<file path="config.mk">
export PLATFORM = sky130hd
export DESIGN_NAME = fetch_stage
export DESIGN_NICKNAME = d
export VERILOG_FILES = /design/src/rtl/fetch_stage.sv
export SDC_FILE = /design/constraint.sdc
export NUM_CORES = 1
export LEC_CHECK = 0
export CORE_MARGIN = 5
export CORE_UTILIZATION = 34
export CTS_CLUSTER_DIAMETER = 150
export DETAILED_ROUTE_END_ITERATION = 8
export PLACE_DENSITY = 0.68
export SLEW_MARGIN = 20
export SYNTH_ARGS = -nofsm -noshare
export SYNTH_HDL_FRONTEND = slang
export SYNTH_SLANG_ARGS = --single-unit
</file>
<file path="constraint.sdc">
create_clock -name clock -period 4.2 [get_ports clock]
set_input_delay 1.26 -clock clock [delete_from_list [all_inputs] [get_ports clock]]
set_output_delay 1.26 -clock clock [all_outputs]
set_load 0.02 [all_outputs]
</file>
<file path="src/rtl/fetch_stage.sv">
// ---------------------------------------------------------------------------
// fetch_stage
// Instruction-fetch stage and IF/ID pipeline register of the 5-stage MIPS
// pipeline. Owns the fetch PC, captures the fetched word into IF/ID, and
// computes the branch and jump targets from the IF/ID contents.
//
// Ports
//   clock        in   pipeline clock, rising edge
//   reset        in   synchronous, active-high reset
//   stall_f      in   hold the PC
//   stall_d      in   hold the IF/ID register
//   pcsrc_d      in   taken branch resolved in decode
//   jump_d       in   jump in decode
//   imem_addr    out  instruction memory byte address (equals pc_f)
//   imem_rdata   in   instruction word, combinational read of imem_addr
//   pc_f         out  current fetch PC
//   instr_d      out  IF/ID instruction
//   pc_plus4_d   out  IF/ID PC+4
//   valid_d      out  IF/ID holds a real fetched instruction (0 = bubble)
//   opcode_d, rs_d, rt_d, rd_d, funct_d   decoded fields of instr_d
//   signimm_d    out  sign-extended instr_d[15:0]
//   pc_branch_d  out  pc_plus4_d + (signimm_d << 2)
//   pc_jump_d    out  {pc_plus4_d[31:28], instr_d[25:0], 2'b00}
// ---------------------------------------------------------------------------
module fetch_stage #(
  parameter logic [31:0] RESET_PC  = 32'h0000_0000,
  parameter logic [31:0] NOP_INSTR = 32'h0000_0000
) (
  input  logic        clock,
  input  logic        reset,
  input  logic        stall_f,
  input  logic        stall_d,
  input  logic        pcsrc_d,
  input  logic        jump_d,
  output logic [31:0] imem_addr,
  input  logic [31:0] imem_rdata,
  output logic [31:0] pc_f,
  output logic [31:0] instr_d,
  output logic [31:0] pc_plus4_d,
  output logic        valid_d,
  output logic [5:0]  opcode_d,
  output logic [4:0]  rs_d,
  output logic [4:0]  rt_d,
  output logic [4:0]  rd_d,
  output logic [5:0]  funct_d,
  output logic [31:0] signimm_d,
  output logic [31:0] pc_branch_d,
  output logic [31:0] pc_jump_d
);

  logic [31:0] pc_q,       pc_d;
  logic [31:0] instr_q,    instr_d_n;
  logic [31:0] pc_plus4_q, pc_plus4_d_n;
  logic        valid_q,    valid_d_n;
  logic [31:0] pc_plus4_f_s;
  logic [31:0] signimm_s;
  logic [31:0] pc_branch_s;
  logic [31:0] pc_jump_s;

  // Targets are derived from the instruction currently sitting in IF/ID.
  assign pc_plus4_f_s = pc_q + 32'd4;
  assign signimm_s    = {{16{instr_q[15]}}, instr_q[15:0]};
  assign pc_branch_s  = pc_plus4_q + {signimm_s[29:0], 2'b00};
  assign pc_jump_s    = {pc_plus4_q[31:28], instr_q[25:0], 2'b00};

  // Next-PC selection: stall holds (redirects ignored), jump beats branch.
  always_comb begin
    pc_d = pc_plus4_f_s;
    if (stall_f) begin
      pc_d = pc_q;
    end else if (jump_d) begin
      pc_d = pc_jump_s;
    end else if (pcsrc_d) begin
      pc_d = pc_branch_s;
    end else begin
      pc_d = pc_plus4_f_s;
    end
  end

  // IF/ID next state: stall beats flush; a redirect squashes the wrong-path word.
  always_comb begin
    instr_d_n    = imem_rdata;
    pc_plus4_d_n = pc_plus4_f_s;
    valid_d_n    = 1'b1;
    if (stall_d) begin
      instr_d_n    = instr_q;
      pc_plus4_d_n = pc_plus4_q;
      valid_d_n    = valid_q;
    end else if (jump_d || pcsrc_d) begin
      instr_d_n    = NOP_INSTR;
      pc_plus4_d_n = 32'h0000_0000;
      valid_d_n    = 1'b0;
    end else begin
      instr_d_n    = imem_rdata;
      pc_plus4_d_n = pc_plus4_f_s;
      valid_d_n    = 1'b1;
    end
  end

  // PC and IF/ID registers with synchronous reset overriding all controls.
  always_ff @(posedge clock) begin
    if (reset) begin
      pc_q       <= RESET_PC;
      instr_q    <= NOP_INSTR;
      pc_plus4_q <= 32'h0000_0000;
      valid_q    <= 1'b0;
    end else begin
      pc_q       <= pc_d;
      instr_q    <= instr_d_n;
      pc_plus4_q <= pc_plus4_d_n;
      valid_q    <= valid_d_n;
    end
  end

  assign imem_addr   = pc_q;
  assign pc_f        = pc_q;
  assign instr_d     = instr_q;
  assign pc_plus4_d  = pc_plus4_q;
  assign valid_d     = valid_q;
  assign opcode_d    = instr_q[31:26];
  assign rs_d        = instr_q[25:21];
  assign rt_d        = instr_q[20:16];
  assign rd_d        = instr_q[15:11];
  assign funct_d     = instr_q[5:0];
  assign signimm_d   = signimm_s;
  assign pc_branch_d = pc_branch_s;
  assign pc_jump_d   = pc_jump_s;

endmodule

</file>
Yosys cells after proc, flatten, opt, wreduce, memory -nomap -nowiden
Cells that the tools add are included.
Word-level totals
  register bits: 97
  input bits: 38
  output and inout bits: 252
  word-level logic and storage cells: 12
Operators by class
  $add $sub $neg: 2
  muxes and demuxes: 5
  reductions and logical operators: 1
Operators with widths (count)
  $mux 32: 4
  $add 32x3->32 const B: 1
  $add 32x32->32: 1
  $logic_or 1x1->1: 1
  $mux 1: 1

Depth between registers and ports, before layout
  depth in word-level cells: 3
  gate-level depth with buffers: 11
  mapped depth without buffers: 11

Worst setup path after synthesis
Ideal clock, no wire load.
  kind: reg-to-output
  start: register instr_q[15] (netlist: instr_d[15])
  end: output port pc_branch_d[30]
  arrival: 3.272 ns
  data required time: 2.940 ns
  setup slack: -0.332 ns
  stages on the path, launching flop included: 10
  path buffers: 1
  path through: dfxtp_1 ha_1 clkbuf_1 a21o_1 a221o_1 a21o_1 a21o_1 o21a_1 or2_2 xor2_1
Between the ends
  cells in the longest elaborated chain, start to end: 1
RTL lines
  from (decl): RTL line 52  | logic [31:0] instr_q, instr_d_n;
  from (signal assigned): RTL line 109  | instr_q <= instr_d_n;
  $add 32x32->32: RTL line 63  | assign pc_branch_s = pc_plus4_q + {signimm_s[29:0], 2'b00};
  to (decl): RTL line 47  | output logic [31:0] pc_branch_d,
No other way between the ends.

Worst setup path after layout
  start: register pc_plus4_q[2] (netlist: pc_plus4_d[2])
  end: output port pc_branch_d[30]
Between the ends
  cells in the longest elaborated chain, start to end: 1
RTL lines
  from (decl): RTL line 53  | logic [31:0] pc_plus4_q, pc_plus4_d_n;
  from (signal assigned): RTL line 110  | pc_plus4_q <= pc_plus4_d_n;
  $add 32x32->32: RTL line 63
No other way between the ends.

==> flow_summary.yaml <==
synthesis:
  synth-seq-cells: 97
  synth_edf_count: 0
  synthTopCellsByArea: "dfxtp_1 27%, buf_4 13%, nor2_1 7.6%, a21oi_1 7.1%, ha_1 5.3%"
  synth.distinct_cells: 65
  ys.flop_type: "dfxtp_1"
  synth_top_area_cell: "dfxtp_1"
  synthesis.area_um2: 7103
  synth_top_family_by_area: "compound AO/OA/AOI/OAI gates"
  yosysTopAreaCellShare: 0.2734
  synthMuxAreaShare: 0.02131
  ys_async_sr_fraction: 0
  synth_compound_area_frac: 0.2198
  synth-adder-area-share: 0.05566
  synthCells: 956
  yosysMostFrequentCell: "nor2_1"
  ys_top_cells_by_count: "143 x nor2_1, 125 x buf_4, 101 x a21oi_1"
  synth-seq-area-share: 0.2734
  syn_avg_cell_area_um2: 7.430
  synthXorXnorAreaFrac: 0.06165
  yosysWarnings: 0
  yosys.area_share.simple: 0.1959
layout:
  nNetsFinal: 1255
  layout-drive-gt1-share: 0.1420
  diodes: 0
  n_fill_cell: 2024
  area_delta_synth_final_pct: 46.54
worst_setup_path:
  crit_fanout: 4
  endpoint: "pc_branch_d[30]"
  arrival_ns: 2.99
  crit_required_ns: 2.94
  path_class: "reg2out"
  start_kind: "flop"
  rr_worst_depth: 9
  r2r_start: "imem_addr[2]$_SDFFE_PP0N_"
  r2r_setup_slack_ns: 1.28
  cp-startpoint: "pc_plus4_d[2]$_SDFFE_PP0N_"
  crit_path_end_kind: "primary output"
  worst_r2r_endpoint: "imem_addr[28]$_SDFFE_PP0N_"
timing:
  setup_viol: 2
  fin_crit_ns: 4.248
  finalCritPeriodShare: 1.011
  slew_headroom: 0.3844
  timing.final.ws_setup_ns: -0.04814
  worstMarginPinSlew_ns: 0.9235
  grt_setup_unrepaired: "true"
  holdWs_ns: 0.5173
  fin_worst_skew_ns: 0.007486
  drv_slew: 0
  hold_violations: 0
  max_freq_mhz: 235.4
die:
  die_h_um: 154.5
  placeableCoreArea_um2: 20430
  io_pins: 290
  die_x_um: 154.5
  rows: 52
  die-area_um2: 23880
  initial_core_util: 0.3477
detailed_routing:
  drc: 0
  avgRoutedWirePerCell_um: 18.30
  viasPerCell: 5.128
  dr.pass1.iters: 5
  dr.first_iter.drc_count: 570
  vias: 7487
  drtAntennaViolNets: 0
  routed_wl_um: 26720
global_route:
  antenna_found_initial: 0
  track_usage: 0.2150
  grt_max_degree: 79
  grt_pass1_wl_um: 41190
  gr-total-overflow: 0
  grt_pass1_vias: 7211
placed_design:
  routabilityCongestion: 0.9024
  numPortBuffers: 287
  dp_hpwl_um: 20130
cts:
  cts_root_buf: "clkbuf_16"
  cts_buffers: 9
  clk_pin_slew_ns: 0.07
  h-tree-depth: 3
  clk_latency_ns: 0.35
  cts_sinks: 97
  cts_tree: "yes"
  clockBufferDepth: 2
job:
  maxCapViolations: 0
power_and_ir_drop:
  power.density_nw_per_um2: 225.7
  p_leak_uw: 0.004397
  peakVddDrop_mv: 0.1756
  p_total_uw: 2350
status:
  failed_checks: "setup timing"
  status: "finished with violations"
hold_path:
  hold_path.class: "reg2reg"
  min-delay-start: "valid_d$_SDFFE_PP0N_"
layout by cell type (no fill, tap or decap), types with 17 or more instances in the layout:
cell type        Yosys  layout
a21oi_1            101     100
buf_4              125     107
clkdlybuf4s50_1      0     263
dfxtp_1             97      94
ha_1                30      29
inv_1               24      23
nand2_1             87      87
nor2_1             143     141
o21ai_0             44      40
xnor2_1             33      30
xor2_1              17      17
sequential cells by signal, summed over array words and instances, names as in the netlist:
register	flops
imem_addr	32
instr_d	32
pc_plus4_d	32
valid_d	1
stage by stage:
step,TNS [ns],instances,worst slack [ns],instance area [µm²],utilization
6_report,-0.06130,1460,-0.04814,10410,0.5095
5_1_grt,-0.5904,1460,-0.2043,10410,0.5095
4_1_cts,-0.1062,1454,-0.1062,10280,0.5034
3_5_place_dp,-2.706,1438,-0.5373,9937,0.4864
3_3_place_gp,-2.088,1438,-0.4827,9937,0.4864
2_1_floorplan,0,957,0.007222,7108,-
final cells by class:
cell class / count / area [µm²] / area share
Sequential cell: 97 / 1946 / 0.1869
Clock buffer: 10 / 229.0 / 0.02200
Timing Repair Buffer: 392 / 3638 / 0.3496
Tap cell: 270 / 337.8 / 0.03246
Inverter: 24 / 90.09 / 0.008655
Multi-Input combinational cell: 662 / 4110 / 0.3949
Clock inverter: 5 / 57.56 / 0.005530
power by group:
part / switching [µW] / total (µW) / internal [µW]
Combinational: 290 / 524 / 234
Sequential: 44.6 / 992 / 947
Clock: 376 / 834 / 458
Total: 711 / 2350 / 1640
cells by family (layout without fill, tap and decap cells):
logic type	Yosys count	count (layout)
simple gates	313	313
compound gates	251	251
buf+inv	198	431
flops	97	97
xor+xnor	50	50
fa+ha+maj	31	31
mux	15	15
other cells	1	2
per-layer routing:
metal  vias to the layer above  GRT usage  share of wire
li1                       3650          -              -
met1                      3457     0.3089           0.46
met2                       345     0.3367           0.45
met3                        35    0.02766          0.077
met4                         0    0.06392          0.019
met5                         -          0              0
critical path, cell delays in order (launching register included):
cell	delay [ns]
dfxtp_2	0.35
ha_4	0.14
inv_2	0.03
fa_2	0.37
nor2b_4	0.17
o311ai_4	0.11
a31o_4	0.27
o21a_4	0.21
nor4b_4	0.20
buf_4	0.15
o21a_1	0.17
or2_4	0.14
xor2_1	0.15
buf_4	0.16
worst min path at each step:
stage / slack (ns) / cells after the start / endpoint
6_report: 0.52 / 2 / valid_d$_SDFFE_PP0N_
2_1_floorplan: 0.55 / 2 / imem_addr[0]$_SDFFE_PP0P_
5_1_grt: 0.55 / 2 / imem_addr[1]$_SDFFE_PP0P_
3_5_place_dp: 0.50 / 2 / imem_addr[1]$_SDFFE_PP0P_
4_1_cts: 0.52 / 2 / imem_addr[1]$_SDFFE_PP0P_
3_3_place_gp: 0.49 / 2 / valid_d$_SDFFE_PP0N_
timing repair:
item	CTS	global route
pin swaps	7	8
hold buffers	0	0
setup buffers	1	6
endpoints found under the hold margin	0	0
gates resized for setup	67	29
setup endpoints to repair	20	20
Note: power is estimated with default switching activity, not from simulation.
